===== src/rtl/sysarr_pkg.sv =====
// Shared definitions for the systolic-array processing elements.
//   - default operand / partial-sum widths used by every PE flavour
//   - weight-buffer state encoding
//   - psum_limit(): largest / smallest value of a signed word of a given width,
//     used to build the saturation clamp constants
package sysarr_pkg;

    localparam int DEF_DATA_IN_BW     = 8;
    localparam int DEF_WEIGHT_BW      = 8;
    localparam int DEF_PARTIAL_SUM_BW = 19;

    typedef enum logic {
        WB_EMPTY  = 1'b0,
        WB_LOADED = 1'b1
    } wbuf_state_t;

    function automatic longint psum_limit(input int w, input bit want_max);
        longint one;
        one = 64'sd1;
        if (want_max) begin
            return (one << (w - 1)) - one;
        end
        return -(one << (w - 1));
    endfunction

endpackage


===== src/rtl/pe_dbuf_if.sv =====
// Bundle of all per-PE data, weight-chain and control signals.
//   master : the array controller / neighbouring PEs (drives inputs)
//   slave  : the PE itself (drives DF_COL*, PSUM_OUT*, W_OUT, SHADOW_VLD, OVF)
interface pe_dbuf_if
    import sysarr_pkg::*;
#(
    parameter int DATA_IN_BW     = DEF_DATA_IN_BW,
    parameter int WEIGHT_BW      = DEF_WEIGHT_BW,
    parameter int PARTIAL_SUM_BW = DEF_PARTIAL_SUM_BW
);
    logic signed [DATA_IN_BW-1:0]     DIN;
    logic                             DIN_VLD;
    logic signed [PARTIAL_SUM_BW-1:0] PSUM_IN;
    logic signed [WEIGHT_BW-1:0]      W_IN;
    logic                             w_shift;
    logic                             w_swap;
    logic                             ovf_clr;
    logic signed [DATA_IN_BW-1:0]     DF_COL;
    logic                             DF_COL_VLD;
    logic signed [PARTIAL_SUM_BW-1:0] PSUM_OUT;
    logic                             PSUM_OUT_VLD;
    logic signed [WEIGHT_BW-1:0]      W_OUT;
    logic                             SHADOW_VLD;
    logic                             OVF;

    modport master (
        output DIN, DIN_VLD, PSUM_IN, W_IN, w_shift, w_swap, ovf_clr,
        input  DF_COL, DF_COL_VLD, PSUM_OUT, PSUM_OUT_VLD, W_OUT, SHADOW_VLD, OVF
    );

    modport slave (
        input  DIN, DIN_VLD, PSUM_IN, W_IN, w_shift, w_swap, ovf_clr,
        output DF_COL, DF_COL_VLD, PSUM_OUT, PSUM_OUT_VLD, W_OUT, SHADOW_VLD, OVF
    );

endinterface


===== src/rtl/dff.sv =====
// Resettable register with load enable.
//   clk, rstn : clock, asynchronous active-low reset (clears q)
//   en        : load d into q on the rising edge
//   d, q      : W-bit data in / out
module dff #(
    parameter int W = 8
) (
    input  logic         clk,
    input  logic         rstn,
    input  logic         en,
    input  logic [W-1:0] d,
    output logic [W-1:0] q
);

    always_ff @(posedge clk or negedge rstn) begin
        if (!rstn) begin
            q <= '0;
        end else if (en) begin
            q <= d;
        end
    end

endmodule


===== src/rtl/pe_wbuf.sv =====
// Double-buffered weight store for one PE.
//   clk, rstn  : clock, asynchronous active-low reset
//   w_shift    : load W_IN into the shadow register (column shift chain)
//   w_swap     : copy shadow into the active register if the shadow is loaded
//   W_IN/W_OUT : shift-chain input / shadow register output
//   weight     : active weight used by the multiplier
//   SHADOW_VLD : shadow holds a weight that has not yet been swapped in
module pe_wbuf
    import sysarr_pkg::*;
#(
    parameter int WEIGHT_BW = DEF_WEIGHT_BW
) (
    input  logic                        clk,
    input  logic                        rstn,
    input  logic                        w_shift,
    input  logic                        w_swap,
    input  logic signed [WEIGHT_BW-1:0] W_IN,
    output logic signed [WEIGHT_BW-1:0] W_OUT,
    output logic signed [WEIGHT_BW-1:0] weight,
    output logic                        SHADOW_VLD
);

    wbuf_state_t                 state_q, state_d;
    logic signed [WEIGHT_BW-1:0] shadow_q;
    logic signed [WEIGHT_BW-1:0] weight_q;
    logic                        shadow_ld;
    logic                        active_ld;

    always_ff @(posedge clk or negedge rstn) begin
        if (!rstn) begin
            state_q  <= WB_EMPTY;
            shadow_q <= '0;
            weight_q <= '0;
        end else begin
            state_q <= state_d;
            if (shadow_ld) shadow_q <= W_IN;
            // Active takes the pre-edge shadow, so shift+swap moves the old
            // shadow forward while the new W_IN lands behind it.
            if (active_ld) weight_q <= shadow_q;
        end
    end

    always_comb begin
        state_d   = state_q;
        shadow_ld = 1'b0;
        active_ld = 1'b0;
        case (state_q)
            WB_EMPTY: begin
                // A swap with nothing loaded is ignored.
                if (w_shift) begin
                    shadow_ld = 1'b1;
                    state_d   = WB_LOADED;
                end
            end
            WB_LOADED: begin
                if (w_swap) begin
                    active_ld = 1'b1;
                end
                if (w_shift) begin
                    shadow_ld = 1'b1;
                end else if (w_swap) begin
                    state_d = WB_EMPTY;
                end
            end
            default: state_d = WB_EMPTY;
        endcase
    end

    assign W_OUT      = shadow_q;
    assign weight     = weight_q;
    assign SHADOW_VLD = (state_q == WB_LOADED);

endmodule


===== src/rtl/pe_dbuf.sv =====
// Weight-stationary PE with double-buffered weight, valid-tagged data and
// partial sums, optional saturating accumulation and sticky overflow flag.
//   clk, rstn : clock, asynchronous active-low reset (clears every register)
//   bus       : pe_dbuf_if slave port
//     DIN/DIN_VLD, PSUM_IN     -> DF_COL/DF_COL_VLD, PSUM_OUT/PSUM_OUT_VLD (1 cycle)
//     W_IN, w_shift, w_swap    -> W_OUT, SHADOW_VLD (weight chain)
//     ovf_clr                  -> OVF (sticky, a new overflow beats the clear)
module pe_dbuf
    import sysarr_pkg::*;
#(
    parameter int DATA_IN_BW     = DEF_DATA_IN_BW,
    parameter int WEIGHT_BW      = DEF_WEIGHT_BW,
    parameter int PARTIAL_SUM_BW = DEF_PARTIAL_SUM_BW,
    parameter bit SATURATE       = 1'b0
) (
    input  logic    clk,
    input  logic    rstn,
    pe_dbuf_if.slave bus
);

    localparam int PROD_BW = DATA_IN_BW + WEIGHT_BW;
    localparam int EXT_BW  = PARTIAL_SUM_BW + 1;
    localparam logic signed [PARTIAL_SUM_BW-1:0] PSUM_MAX =
        PARTIAL_SUM_BW'(psum_limit(PARTIAL_SUM_BW, 1'b1));
    localparam logic signed [PARTIAL_SUM_BW-1:0] PSUM_MIN =
        PARTIAL_SUM_BW'(psum_limit(PARTIAL_SUM_BW, 1'b0));

    // One guard bit above the partial-sum width: overflow shows up as the top
    // two bits disagreeing. Clamp in saturating builds, otherwise drop the guard.
    function automatic logic signed [PARTIAL_SUM_BW-1:0] fit_psum(
        input logic signed [EXT_BW-1:0] s
    );
        if (SATURATE && (s[EXT_BW-1] != s[EXT_BW-2])) begin
            return s[EXT_BW-1] ? PSUM_MIN : PSUM_MAX;
        end
        return s[PARTIAL_SUM_BW-1:0];
    endfunction

    logic signed [WEIGHT_BW-1:0]      weight;
    logic signed [WEIGHT_BW-1:0]      w_out;
    logic                             shadow_vld;

    pe_wbuf #(
        .WEIGHT_BW(WEIGHT_BW)
    ) u_wbuf (
        .clk       (clk),
        .rstn      (rstn),
        .w_shift   (bus.w_shift),
        .w_swap    (bus.w_swap),
        .W_IN      (bus.W_IN),
        .W_OUT     (w_out),
        .weight    (weight),
        .SHADOW_VLD(shadow_vld)
    );

    // Stage p0: multiply-accumulate on the operands sampled at this edge
    logic signed [PROD_BW-1:0]        prod_p0;
    logic signed [EXT_BW-1:0]         sum_p0;
    logic signed [PARTIAL_SUM_BW-1:0] psum_p0;
    logic                             ovf_p0;

    assign prod_p0 = PROD_BW'(bus.DIN) * PROD_BW'(weight);
    assign sum_p0  = EXT_BW'(bus.PSUM_IN) + EXT_BW'(prod_p0);
    assign ovf_p0  = sum_p0[EXT_BW-1] ^ sum_p0[EXT_BW-2];
    assign psum_p0 = fit_psum(sum_p0);

    // Stage p1: registered outputs; data holds on invalid beats
    logic [DATA_IN_BW-1:0]     df_col_p1;
    logic [PARTIAL_SUM_BW-1:0] psum_p1;
    logic                      vld_p1;
    logic                      ovf_q;

    dff #(.W(DATA_IN_BW)) u_df_col (
        .clk (clk),
        .rstn(rstn),
        .en  (bus.DIN_VLD),
        .d   (bus.DIN),
        .q   (df_col_p1)
    );

    dff #(.W(PARTIAL_SUM_BW)) u_psum (
        .clk (clk),
        .rstn(rstn),
        .en  (bus.DIN_VLD),
        .d   (psum_p0),
        .q   (psum_p1)
    );

    always_ff @(posedge clk or negedge rstn) begin
        if (!rstn) begin
            vld_p1 <= 1'b0;
            ovf_q  <= 1'b0;
        end else begin
            vld_p1 <= bus.DIN_VLD;
            if (bus.DIN_VLD && ovf_p0) begin
                ovf_q <= 1'b1;
            end else if (bus.ovf_clr) begin
                ovf_q <= 1'b0;
            end
        end
    end

    assign bus.DF_COL       = df_col_p1;
    assign bus.DF_COL_VLD   = vld_p1;
    assign bus.PSUM_OUT     = psum_p1;
    assign bus.PSUM_OUT_VLD = vld_p1;
    assign bus.W_OUT        = w_out;
    assign bus.SHADOW_VLD   = shadow_vld;
    assign bus.OVF          = ovf_q;

endmodule


===== src/flat_wrapper.sv =====
// flat-port wrapper written by rule: the top's interface ports become plain ports
module pe_dbuf_flat import sysarr_pkg::*;
#(
    parameter int DATA_IN_BW     = DEF_DATA_IN_BW,
    parameter int WEIGHT_BW      = DEF_WEIGHT_BW,
    parameter int PARTIAL_SUM_BW = DEF_PARTIAL_SUM_BW,
    parameter bit SATURATE       = 1'b0
)
  (clk, rstn, bus_DIN, bus_DIN_VLD, bus_PSUM_IN, bus_W_IN, bus_w_shift, bus_w_swap, bus_ovf_clr, bus_DF_COL, bus_DF_COL_VLD, bus_PSUM_OUT, bus_PSUM_OUT_VLD, bus_W_OUT, bus_SHADOW_VLD, bus_OVF);
  pe_dbuf_if #(.DATA_IN_BW(DATA_IN_BW), .WEIGHT_BW(WEIGHT_BW), .PARTIAL_SUM_BW(PARTIAL_SUM_BW)) bus_i ();
  input  logic clk;
  input  logic rstn;
  input wire logic [$bits(bus_i.DIN)-1:0] bus_DIN;
  input wire logic [$bits(bus_i.DIN_VLD)-1:0] bus_DIN_VLD;
  input wire logic [$bits(bus_i.PSUM_IN)-1:0] bus_PSUM_IN;
  input wire logic [$bits(bus_i.W_IN)-1:0] bus_W_IN;
  input wire logic [$bits(bus_i.w_shift)-1:0] bus_w_shift;
  input wire logic [$bits(bus_i.w_swap)-1:0] bus_w_swap;
  input wire logic [$bits(bus_i.ovf_clr)-1:0] bus_ovf_clr;
  output wire logic [$bits(bus_i.DF_COL)-1:0] bus_DF_COL;
  output wire logic [$bits(bus_i.DF_COL_VLD)-1:0] bus_DF_COL_VLD;
  output wire logic [$bits(bus_i.PSUM_OUT)-1:0] bus_PSUM_OUT;
  output wire logic [$bits(bus_i.PSUM_OUT_VLD)-1:0] bus_PSUM_OUT_VLD;
  output wire logic [$bits(bus_i.W_OUT)-1:0] bus_W_OUT;
  output wire logic [$bits(bus_i.SHADOW_VLD)-1:0] bus_SHADOW_VLD;
  output wire logic [$bits(bus_i.OVF)-1:0] bus_OVF;
  assign bus_i.DIN = bus_DIN;
  assign bus_i.DIN_VLD = bus_DIN_VLD;
  assign bus_i.PSUM_IN = bus_PSUM_IN;
  assign bus_i.W_IN = bus_W_IN;
  assign bus_i.w_shift = bus_w_shift;
  assign bus_i.w_swap = bus_w_swap;
  assign bus_i.ovf_clr = bus_ovf_clr;
  assign bus_DF_COL = bus_i.DF_COL;
  assign bus_DF_COL_VLD = bus_i.DF_COL_VLD;
  assign bus_PSUM_OUT = bus_i.PSUM_OUT;
  assign bus_PSUM_OUT_VLD = bus_i.PSUM_OUT_VLD;
  assign bus_W_OUT = bus_i.W_OUT;
  assign bus_SHADOW_VLD = bus_i.SHADOW_VLD;
  assign bus_OVF = bus_i.OVF;
  pe_dbuf #(.DATA_IN_BW(DATA_IN_BW), .WEIGHT_BW(WEIGHT_BW), .PARTIAL_SUM_BW(PARTIAL_SUM_BW), .SATURATE(SATURATE)) u_core (.clk(clk), .rstn(rstn), .bus(bus_i));
endmodule

===== config.mk =====
export PLATFORM = sky130hd
export DESIGN_NAME = pe_dbuf_flat
export DESIGN_NICKNAME = d
export VERILOG_FILES = /design/src/rtl/sysarr_pkg.sv /design/src/rtl/pe_dbuf_if.sv /design/src/rtl/dff.sv /design/src/rtl/pe_wbuf.sv /design/src/rtl/pe_dbuf.sv /design/src/flat_wrapper.sv
export SDC_FILE = /design/constraint.sdc
export NUM_CORES = 1
export LEC_CHECK = 0
export BUFFER_PORTS_ARGS = -buffer_cell sky130_fd_sc_hd__buf_2
export CAP_MARGIN = 20
export CORE_MARGIN = 2
export CORE_UTILIZATION = 50
export CTS_BUF_LIST = sky130_fd_sc_hd__clkbuf_16
export CTS_CLUSTER_SIZE = 40
export DETAILED_ROUTE_END_ITERATION = 16
export PLACE_DENSITY = 0.71
export SLEW_MARGIN = 20
export SYNTH_ARGS = -nofsm -noshare
export SYNTH_HDL_FRONTEND = slang
export SYNTH_SLANG_ARGS = --single-unit

===== constraint.sdc =====
create_clock -name clk -period 7.6 [get_ports clk]
set_input_delay 0.76 -clock clk [delete_from_list [all_inputs] [get_ports clk]]
set_output_delay 0.76 -clock clk [all_outputs]
set_load 0.01 [all_outputs]

Word-level counts from Yosys, hierarchy flattened
Index checks and enable logic that the tools add are counted.

Bits in registers: 46. Bits in latches: 0. RAM bits: 0. Bits in read-only memories: 0. Input bits: 41. Output and inout port bits: 39. Logic and storage cells: 21. Memories: 0.

Add/sub/neg operators: 1. Multiply operators: 1. Divide/modulo/power cells: 0. $lt $le $gt $ge: 0. Equality and inequality tests: 0. Shifts and indexed selects: 0. Mux-type cells: 8. Bitwise logic cells: 2. Reduce and logical (&&, ||, !) cells: 2.

Operator list (count): 19-bit by 16-bit adder with 20-bit output (1); 8-bit by 8-bit multiplier with 16-bit output (1); 1-bit 2-to-1 mux (7); 1-bit one-hot mux with 2 select lines (1); 2-bit nonzero test (1); 1-bit logical AND (1); 1-bit NOT (1); 1-bit bitwise XOR (1).

Depth between registers and ports, before layout
Gate-level depths: netlist (run 1).

Depth in word-level cells: 5. Gate-level depth with buffers: 18.

By module
Synthesis (run 1) repeated with hierarchy kept, for this count alone.

Cells, all modules: 462. Area total of the unflattened synthesis: 5363.9 um^2.

By module, submodules not included: pe_dbuf (instances 1, cells each 368, area an instance 3644.7 um^2, sequential area each 50.0 um^2); dff (u_core.u_psum) (instances 1, cells each 40, area an instance 758.2 um^2, sequential area each 475.5 um^2); pe_wbuf (instances 1, cells each 37, area an instance 629.4 um^2, sequential area each 425.4 um^2); dff (u_core.u_df_col) (instances 1, cells each 17, area an instance 331.6 um^2, sequential area each 200.2 um^2).

Least setup slack after synthesis (run 1)
OpenSTA, ideal clock, no wires.

Path kind: input-to-reg. Start point: input port bus_DIN[7]. End point: register u_core.ovf_q, in the netlist u_core.bus.OVF. Data arrival time: 5.478 ns. Data required time: 7.505 ns. Setup slack: 2.026 ns. Stages: 15. Path buffers: 0. Cells stage by stage: and2_1 > inv_1 > fa_1 > inv_1 > fa_1 > fa_1 > fa_1 > fa_1 > ha_1 > o21ai_0 > o21ai_1 > a22o_1 > or3_4 > and4_4 > o32ai_2.

Cells in the longest elaborated chain, start to end: 5.

Ends and longest elaborated chain: start: declaration (line flat_wrapper.sv:13) `input wire logic [$bits(bus_i.DIN)-1:0] bus_DIN;`; 8-bit by 8-bit multiplier with 16-bit output (*) (line pe_dbuf.sv:62) `assign prod_p0 = PROD_BW'(bus.DIN) * PROD_BW'(weight);`; 19-bit by 16-bit adder with 20-bit output (*) (line pe_dbuf.sv:63) `assign sum_p0 = EXT_BW'(bus.PSUM_IN) + EXT_BW'(prod_p0);`; 1-bit bitwise XOR (*) (line pe_dbuf.sv:64) `assign ovf_p0 = sum_p0[EXT_BW-1] ^ sum_p0[EXT_BW-2];`; 1-bit logical AND (*) (line pe_dbuf.sv:95) `if (bus.DIN_VLD && ovf_p0) begin`; 1-bit 2-to-1 mux or 2-bit nonzero test (tied branches); end signal: assignment (line pe_dbuf.sv:92) `ovf_q <= 1'b0;`; end signal: assignment (line pe_dbuf.sv:96) `ovf_q <= 1'b1;`; end signal: assignment (line pe_dbuf.sv:98) `ovf_q <= 1'b0;`; end: declaration (line pe_dbuf.sv:71) `logic ovf_q;`.

Every way passes the cells marked *; elsewhere a longest branch is shown, timed or not. A chain may end at the register's enable or synchronous reset.

Worst setup path in the final report (run 1)
Same ends and word-level chain as after synthesis.

==> results.md, run 1 <==
- Outcome: completed
- # port buffers: 79
- Die Ht: 107 um
- Crit-path cells: buf_2, and2_1, inv_1, fa_1, inv_1, fa_1, fa_1, fa_1, fa_1, ha_1, o21ai_0, o21ai_1, a22o_1, or3_4, and4_4, o32ai_2
- Share of layout cells above drive strength 1: 0.240
- DR DRC count: 0
- Routability congestion estimate from global placement: 0.871
- H-tree depth: 2
- CTS tree: done
- Grt ovf: 0
- Worst hold path class: input port to async pin
- Synth Instances: 483
- Worst slew pin tran: 809 ps
- Synth top area share: 0.333
- EDFF count, synth: 0
- Sequential cell area: 1150 um^2
- Die Wd: 107 um
- DR vias/cell: 5.18
- Largest net degree at the start of global routing: 47
- Setup-failing EPs final: 0
- Ys async rst share: 1.00
- Vias in the first global route: 3,835
- CP arrival: 6010 ps
- RR Startpoint: u_core.u_wbuf.weight[0]
- Synth cell types: 42
- Core Box Area: 10,300 um^2
- Final period utilization: 0.765
- Initial drt markers: 141
- Starting Density: 0.515
- Post-DR wirelength/cell: 14.4 um
- Total track usage: 0.191
- Post-synth top area cell: fa_1
- Worst path slowest cell: and2_1
- # IOs: 80
- Ranking of synthesized cells by area: fa_1 (33%), dfrtp_1 (22%), ha_1 (11%), mux2_2 (8.5%), inv_1 (7.3%)
- Root Buffer Master: clkbuf_16
- Mapped cell area: 5290 um^2
- Post-Syn Nets: 658
- # resized after CTS: 0
- Mapped Avg Cell Area: 10.9 um^2
- Clock insertion delay at the later pin of the skew report: 290 ps
- Post-synth top cells: inv_1 (103), fa_1 (88), dfrtp_1 (46), ha_1 (46), mux2_2 (40)
- Yosys reg bits: 46
- Most repeated library cell on the critical path: fa_1
- Clk sinks: 46
- Drt pass-1 iters: 4
- Final nets: 737
- Crit-path max FO: 12
- Yosys warns: 0
- Dominant synthesized flop cell: dfrtp_1
- CTS hold repair buffers: 0
- Critical path class: input port to flip-flop
- Max Cap Violations: 0
- Fillcell total: 933
- Area of the multi-input gates: 3710 um^2
- Setup TNS: 0 ps
- Setup Skew: 5.97 ps
- Largest stage delay, worst path: 680 ps
- Setup crit end kind: flip-flop
- Fin. Hold Viols: 0
- CP Launch Type: input port
- RSZ-0062 raised after global routing: no
- Setup Fix Bufs, Post-CTS: 0
- Cell Rows: 37
- Req. time, crit path: 7800 ps
- Most common cell in the netlist: inv_1
- Highest Clock Rate: 0.172 GHz
- Placed wire-length estimate: 8500 um
- Drt total wl: 10,100 um
- Register-to-register setup slack: 1830 ps
- Clock Tree Buf Depth: 2
- Die ar.: 11,400 um^2
- Top cell family by delay on the critical path: adder cells
- Post-DRT Antenna Nets: 0
- Tmin final: 5810 ps
- Vias: 3,620
- Area Growth Syn to Fin: 13.1%
- R2r worst-path depth: 15
- Seq/Total Area, Yosys: 0.218
- Diode count: 0
- Initial antenna violation count: 0
- Fin. max-slew vios: 0
- First-pass GRT wire length: 17,200 um
- Clock transition at path regs: 60 ps
- Slew HR: 0.461
- R2r endpoint: u_core.bus.OVF
- CTS buffer count: 5
- Buf+Inv Stages, Crit Path: 3
==> area by class of cell <==
| type | count | area share |
|---|---|---|
| multi-input combinational | 327 | 0.620 |
| clock inverter | 3 | 0.00669 |
| timing repair buffer | 79 | 0.0665 |
| inverter | 103 | 0.0646 |
| clock buffer | 5 | 0.0209 |
| tap | 136 | 0.0284 |
| sequential | 46 | 0.192 |
==> state kept, by name, indices dropped and copies added, names as in the netlist <==
signal / cells
u_core.bus.DF_COL_VLD: 1
u_core.bus.OVF: 1
u_core.u_df_col.q: 8
u_core.u_psum.q: 19
u_core.u_wbuf.SHADOW_VLD: 1
u_core.u_wbuf.W_OUT: 8
u_core.u_wbuf.weight: 8
==> layer usage <==
layer | vias to the layer above | track usage | wire [um] | part of all wire
met5 | - | 0 | 0 | 0
met4 | 0 | 0.0557 | 150 | 0.015
met3 | 9 | 0.0225 | 393 | 0.039
met2 | 80 | 0.333 | 5380 | 0.53
met1 | 1856 | 0.252 | 4140 | 0.41
li1 | 1675 | - | - | -
==> worst reg2reg max path, cell delays in order, from the launching register on <==
cell and delay [ps]:
dfrtp_1 550, and2_1 720, inv_1 130, fa_1 510, inv_1 50, fa_1 510, fa_1 440, fa_1 520
fa_1 480, ha_1 360, o21ai_0 310, o21ai_1 150, a22o_1 230, or3_4 340, and4_4 190, o32ai_2 190
==> through the flow <==
stage,hold WS (ps),std cells,cell area [um^2],setup slack [ps],utilization
finish,480,699,5980,1790,0.582
global route,523,699,5980,1430,0.582
global placement,484,691,5810,1610,0.566
CTS,502,699,5980,1770,0.582
detailed placement,488,691,5810,1480,0.566
floorplan,464,483,5290,2030,-
==> worst max-delay path by stage <==
stage / from / end / cells after the start
floorplan: bus_DIN[7] / u_core.bus.OVF / 15
global placement: bus_DIN[7] / u_core.bus.OVF / 16
detailed placement: bus_DIN[7] / u_core.bus.OVF / 16
CTS: bus_DIN[7] / u_core.bus.OVF / 16
global route: bus_DIN[7] / u_core.bus.OVF / 16
finish: bus_DIN[7] / u_core.bus.OVF / 16
==> cell usage in the layout, fill, tap and decap left out, types with 2 or more instances in the layout <==
cell type,Yosys,layout
a211oi_1,3,3
a21o_1,2,2
a21oi_1,16,16
a31o_2,2,2
and2_1,33,33
buf_2,0,78
clkbuf_16,0,5
clkinv_2,0,2
dfrtp_1,46,46
fa_1,88,88
ha_1,46,46
inv_1,103,103
mux2_2,40,40
nand2_1,33,33
nand3_1,3,3
nor2_1,3,3
nor2b_1,7,7
nor3_1,2,2
o211ai_1,2,2
o21ai_0,11,11
o21ai_1,2,2
xnor2_1,11,11
xor2_1,5,5
==> cells by family (layout without fill, tap and decap cells) <==
logic type                 Yosys count  count (layout)  share of synthesized area
adders and majority gates          134             134                      0.442
and+or+nand+nor                     87              87                     0.0866
DFF                                 46              46                      0.218
xor gates and xnor gates            16              16                     0.0265
buffers and inverters              110             190                     0.0807
muxes                               40              40                     0.0852
AOI/OAI and AO/OA                   50              50                     0.0615
Power of run 1 is not shown: default switching activity piles up to over one toggle a cycle in this logic, so the estimate is an artifact.
==> run 2: changes to the inputs <==
ABC_AREA = 1   (was not set)
clock period = 6.1 ns   (was 7.6 ns; I/O delays follow)
==> results.md, run 2 <==
- Outcome: completed
- Diode count: 0 (unchanged)
- CTS hold repair buffers: 0 (unchanged)
- Total track usage: 0.227 (+0.0358)
- Post-Synth Adder-Cell Area: 0.416 (-0.0255)
- Most repeated library cell on the critical path: nand2_1
- Die Ht: 110 um (+2.9%)
- # resized after CTS: 0 (unchanged)
- Clock insertion delay at the later pin of the skew report: 290 ps (about the same)
- Critical path class: flip-flop to flip-flop
- Routability congestion estimate from global placement: 0.902 (+3.5%)
- Post-DRT Antenna Nets: 0 (unchanged)
- Post-Synth Simple-Gate Area: 0.189 (+0.103)
- Yosys warns: 0 (unchanged)
- Area Growth Syn to Fin: 11.0%
- XOR/XNOR Fraction of Synth Area: 0.0140 (-0.0125)
- R2r endpoint: u_core.bus.OVF
- Biggest register: u_core.u_psum.q
- Drt total wl: 12,100 um (+21%)
- Post-synth top area cell: fa_1
- EDFF count, synth: 0 (unchanged)
- Largest net degree at the start of global routing: 47 (unchanged)
- Synth cell types: 26 (-38%)
- Met2 wire length: 6320 um (+18%)
- Grt ovf: 0 (unchanged)
- DR DRC count: 0 (unchanged)
- Initial antenna violation count: 0 (unchanged)
- Most frequent cells in the layout: nand2_1 (220), inv_1 (167), fa_1 (88), buf_2 (78)
- Ys async rst share: 1.00 (unchanged)
- Die Wd: 110 um (+2.9%)
- Clk sinks: 46 (unchanged)
- Commonest non-fill, non-tap cell in the layout: nand2_1
- Setup Skew: 4.23 ps (-1.74 ps)
- Seq/Total Area, Yosys: 0.205 (-0.0126)
- Root Buffer Master: clkbuf_16
- Setup TNS: 0 ps (unchanged)
- Setup-failing EPs final: 0 (unchanged)
- CTS buffer count: 5 (unchanged)
- Routed length on met3: 458 um (+17%)
- Largest family of logic cells by synthesized area: adder cells
- Post-DR wirelength/cell: 13.6 um (-5.7%)
- CTS tree: done
- Largest stage delay, worst path: 610 ps (-70 ps)
- Register-to-register setup slack: 970 ps (-860 ps)
- CP Launch Type: flip-flop
- Crit-path cells: nand2_1, inv_1, fa_1, inv_1, fa_1, fa_1, inv_1, fa_1, ha_1, ha_1, nand2_1, inv_1, nand2_1, nand2_1, inv_1, nand2_1, a21oi_1, nand2_1, nand2_1, nand2_1, nand3_1, nand2_1
- Starting Density: 0.516 (+0.000905)
- Fin. Hold Viols: 0 (unchanged)
- Die ar.: 12,100 um^2 (+5.9%)
- Highest Clock Rate: 0.195 GHz
- RR Startpoint: u_core.u_wbuf.weight[0]
- Tmin final: 5130 ps
- Fin. max-slew vios: 0 (unchanged)
- Most common cell in the netlist: nand2_1
- Worst path slowest cell: dfrtp_1
- Initial drt markers: 186 (+32%)
- Final period utilization: 0.841
- Top cell family by delay on the critical path: adder cells
- Dominant synthesized flop cell: dfrtp_1
- Max FFs per register: 19 (unchanged)
- Mapped Avg Cell Area: 8.10 um^2 (-26%)
- Setup Fix Bufs, Post-CTS: 0 (unchanged)
- Mapped cell area: 5610 um^2 (+6.1%)
- Buf+Inv Stages, Crit Path: 5 (+2)
- Crit-path max FO: 11 (-1)
- Post-synth top cells: nand2_1 (220), inv_1 (168), fa_1 (88)
- Setup crit end kind: flip-flop
- Req. time, crit path: 6280 ps (-1520 ps)
- Synth top area share: 0.314 (-0.0192)
- Synth Instances: 693 (+43%)
- H-tree depth: 2 (unchanged)
- Crit. Startpoint: u_core.u_wbuf.weight[0]
- Post-Syn Nets: 868 (+32%)
- CP arrival: 5310 ps (-700 ps)
- Vias: 4,380 (+21%)
- Max Cap Violations: 0 (unchanged)
- Drt pass-1 iters: 4 (unchanged)
- Share of layout cells above drive strength 1: 0.138 (-0.102)
- Mux contribution to synthesized area: 0 (-0.0852)
- Cell Rows: 38 (+2.7%)
- DR vias/cell: 4.89 (-5.6%)
- Met1 WL: 5200 um (+26%)
- Synth Area in Compound Gates: 0.0426 (-0.0189)
- Yosys reg bits: 46 (unchanged)
- Vias in the first global route: 4,508 (+18%)
- Final nets: 930 (+26%)
- # port buffers: 79 (unchanged)
- Clock Tree Buf Depth: 2 (unchanged)
- # IOs: 80 (unchanged)
- First-pass GRT wire length: 21,200 um (+23%)
- Core Box Area: 10,900 um^2 (+5.9%)
- DR top layer: met4
- RSZ-0062 raised after global routing: no
- Clock transition at path regs: 60 ps (about the same)
- R2r worst-path depth: 22 (+7)
- Ranking of synthesized cells by area: fa_1 (31%), dfrtp_1 (21%), nand2_1 (15%), inv_1 (11%), ha_1 (10%)
- Worst hold path class: input port to async pin
- Placed wire-length estimate: 10,200 um (+20%)
- Slew HR: 0.352 (-0.109)
- Worst slew pin tran: 967 ps (+158 ps)
-- run 2: metrics by stage --
stage | setup slack [ps] | util | cell area, um^2 | std cells | hold slack [ps]
finish | 967 | 0.572 | 6230 | 896 | 332
global route | 517 | 0.572 | 6230 | 896 | 380
CTS | 893 | 0.572 | 6230 | 896 | 469
detailed placement | 759 | 0.559 | 6080 | 888 | 454
global placement | 909 | 0.559 | 6080 | 888 | 451
floorplan | 1110 | - | 5610 | 693 | 314
-- run 2: kinds of logic (layout without fill, tap and decap cells) --
logic type	after synthesis	count (layout)
simple gates	263	263
buf+inv	196	259
fa+ha+maj	134	134
flops	46	46
compound gates	45	45
xor+xnor	9	9
-- run 2: metal layers --
metal / vias up / track usage
li1: 2136 / -
met1: 2143 / 0.307
met2: 84 / 0.394
met3: 17 / 0.0219
met4: 0 / 0.0506
met5: - / 0
-- run 2: worst reg2reg max path, stage by stage, from the launching register on --
cell and delay (ps):
dfrtp_1 610, nand2_1 160, inv_1 520, fa_1 560
inv_1 110, fa_1 430, fa_1 550, inv_1 60
fa_1 480, ha_1 310, ha_1 370, nand2_1 150
inv_1 50, nand2_1 50, nand2_1 40, inv_1 50
nand2_1 70, a21oi_1 150, nand2_1 80, nand2_1 60
nand2_1 50, nand3_1 70, nand2_1 60
-- run 2: worst max path at each step --
stage                                end  cells after the start
after floorplan           u_core.bus.OVF                     23
after detailed placement  u_core.bus.OVF                     23
after global routing      u_core.bus.OVF                     22
final                     u_core.bus.OVF                     22
after global placement    u_core.bus.OVF                     23
after CTS                 u_core.bus.OVF                     22
-- run 2: layout make-up --
| cell class | instances | area, um^2 |
|---|---|---|
| clock inverters | 3 | 18.8 |
| well taps | 140 | 175 |
| flip-flops and latches | 46 | 1150 |
| multi-input cells | 451 | 3720 |
| clock buffers | 5 | 125 |
| inverters | 172 | 646 |
| fillers | 1003 | 4660 |
| repair buffers | 79 | 398 |
Power of run 2 is left out for the same reason.
==> run 3: changes to the inputs <==
clock period = 5 ns   (was 6.1 ns; I/O delays follow)
==> results.md, run 3 (synthesis gave the netlist of run 2 again) <==
- Die Wd: 110 um (unchanged)
- Clock Tree Buf Depth: 2 (unchanged)
- Initial antenna violation count: 0 (unchanged)
- Drt pass-1 iters: 4 (unchanged)
- Routing usage on met3: 0.0225 (+0.000593)
- Worst slew pin tran: 581 ps (-386 ps)
- GR Layer Usage met2: 0.413 (+0.0193)
- Slew HR: 0.613 (+0.261)
- Diode count: 0 (unchanged)
- CTS tree: done
- Gr busiest metal: met2
- Final nets: 953 (+2.5%)
- Die ar.: 12,100 um^2 (unchanged)
- RSZ-0062 raised after global routing: no
- Worst hold path class: input port to async pin
- Req. time, crit path: 5170 ps (-1110 ps)
- Total track usage: 0.228 (+0.00179)
- CTS buffer count: 5 (unchanged)
- Fin. Hold Viols: 0 (unchanged)
- Fin. max-slew vios: 0 (unchanged)
- Grt ovf: 0 (unchanged)
- Outcome: completed
- Final period utilization: 0.951 (+0.109)
- Biggest register: u_core.u_psum.q
- Max Cap Violations: 0 (unchanged)
- CP arrival: 4930 ps (-380 ps)
- Cell Rows: 38 (unchanged)
- Max FFs per register: 19 (unchanged)
- Crit-path cells: nand2_1, fa_1, fa_1, inv_1, fa_1, fa_1, fa_1, ha_1, nand2_1, nand2_1, nand2_1, nand3_2, nand3_2, nand3_1, nand2_2, nand2_1, nand3_1, nand2_1
- Crit-path max FO: 8 (-3)
- Vias in the first global route: 4,568 (+1.3%)
- Die Ht: 110 um (unchanged)
- Tmin final: 4750 ps (-380 ps)
- Vias: 4,406 (+0.59%)
- Clock transition at path regs: 70 ps (about the same)
- H-tree depth: 2 (unchanged)
- Setup-failing EPs final: 0 (unchanged)
- # port buffers: 79 (unchanged)
- Root Buffer Master: clkbuf_16
- DR DRC count: 0 (unchanged)
- First-pass GRT wire length: 21,300 um (+0.33%)
- Share of layout cells above drive strength 1: 0.163 (+0.0255)
- Largest net degree at the start of global routing: 47 (unchanged)
- Post-DRT Antenna Nets: 0 (unchanged)
- Setup crit end kind: flip-flop
- Starting Density: 0.516 (unchanged)
- Drt total wl: 12,700 um (+4.2%)
- Worst path slowest cell: fa_1
- Area Growth Syn to Fin: 14.7%
- # IOs: 80 (unchanged)
- Fillcell total: 963 (-4.0%)
- Most repeated library cell on the critical path: nand2_1
- M1 GR Usage: 0.305 (-0.00172)
- CTS hold repair buffers: 0 (unchanged)
- Setup TNS: 0 ps (unchanged)
- Post-DR wirelength/cell: 13.8 um (+1.6%)
- Commonest non-fill, non-tap cell in the layout: nand2_1
- Clk sinks: 46 (unchanged)
- Critical path class: flip-flop to flip-flop
- CP Launch Type: flip-flop
- Core Box Area: 10,900 um^2 (unchanged)
- Largest stage delay, worst path: 580 ps (-30 ps)
- DR vias/cell: 4.79 (-1.9%)
- Highest Clock Rate: 0.210 GHz (+8.0%)
- Initial drt markers: 267 (+44%)
- Clock insertion delay at the later pin of the skew report: 280 ps (about the same)
- Setup Skew: 3.34 ps (-0.889 ps)
- Placed wire-length estimate: 10,900 um (+7.0%)
- Most frequent cells in the layout: nand2_1 (220), inv_1 (167), fa_1 (88), buf_2 (78)
- Routability congestion estimate from global placement: 0.862 (-4.4%)
-- run 3: critical path: cells and delay by family, from the launching register on --
family,cells,cell delay (ps)
buffers and inverters,1,70
adders and majority gates,6,3030
and+or+nand+nor,11,980
DFF,1,570
-- run 3: area by class of cell --
class	instances	area, um^2	area share
multi-input cells	451	3720	0.577
flip-flops and latches	46	1150	0.179
inverters	172	649	0.101
repair buffers	102	603	0.0937
well taps	140	175	0.0272
clock buffers	5	125	0.0194
clock inverters	3	17.5	0.00272
-- run 3: per-layer routing --
layer  part of all wire  vias up
li1                   -     2178
met1               0.42     2130
met2               0.53       91
met3              0.043        7
met4             0.0047        0
met5                  0        -
-- run 3: timing repair --
item	CTS	global route
endpoints found under the setup margin	0	1
setup buffers	0	1
resized for setup	0	1
-- run 3: per-stage QoR --
step	cell area (um^2)	worst slack, ps	utilization	cells	hold WS [ps]
6_report	6440	247	0.591	919	224
5_1_grt	6440	14.3	0.591	919	272
4_1_cts	6400	266	0.588	917	401
3_5_place_dp	6250	43.5	0.574	909	453
3_3_place_gp	6250	122	0.574	909	449
2_1_floorplan	5610	122	-	693	204
-- run 3: final timing paths --
| path | start | end | slack [ps] | cells after the start |
|---|---|---|---|---|
| max in group asynchronous | rstn | u_core.u_psum.q[9] | 4390 | 1 |
| min reg2reg | u_core.u_df_col.q[1] | u_core.u_df_col.q[1] | 470 | 2 |
| max reg2reg | u_core.u_wbuf.weight[4] | u_core.bus.OVF | 250 | 18 |
| min in group clk | bus_w_swap | u_core.u_wbuf.SHADOW_VLD | 400 | 2 |
| max | u_core.u_wbuf.weight[4] | u_core.bus.OVF | 250 | 18 |
| min | rstn | u_core.u_wbuf.W_OUT[1] | 220 | 1 |
Power of run 3 is left out for the same reason.
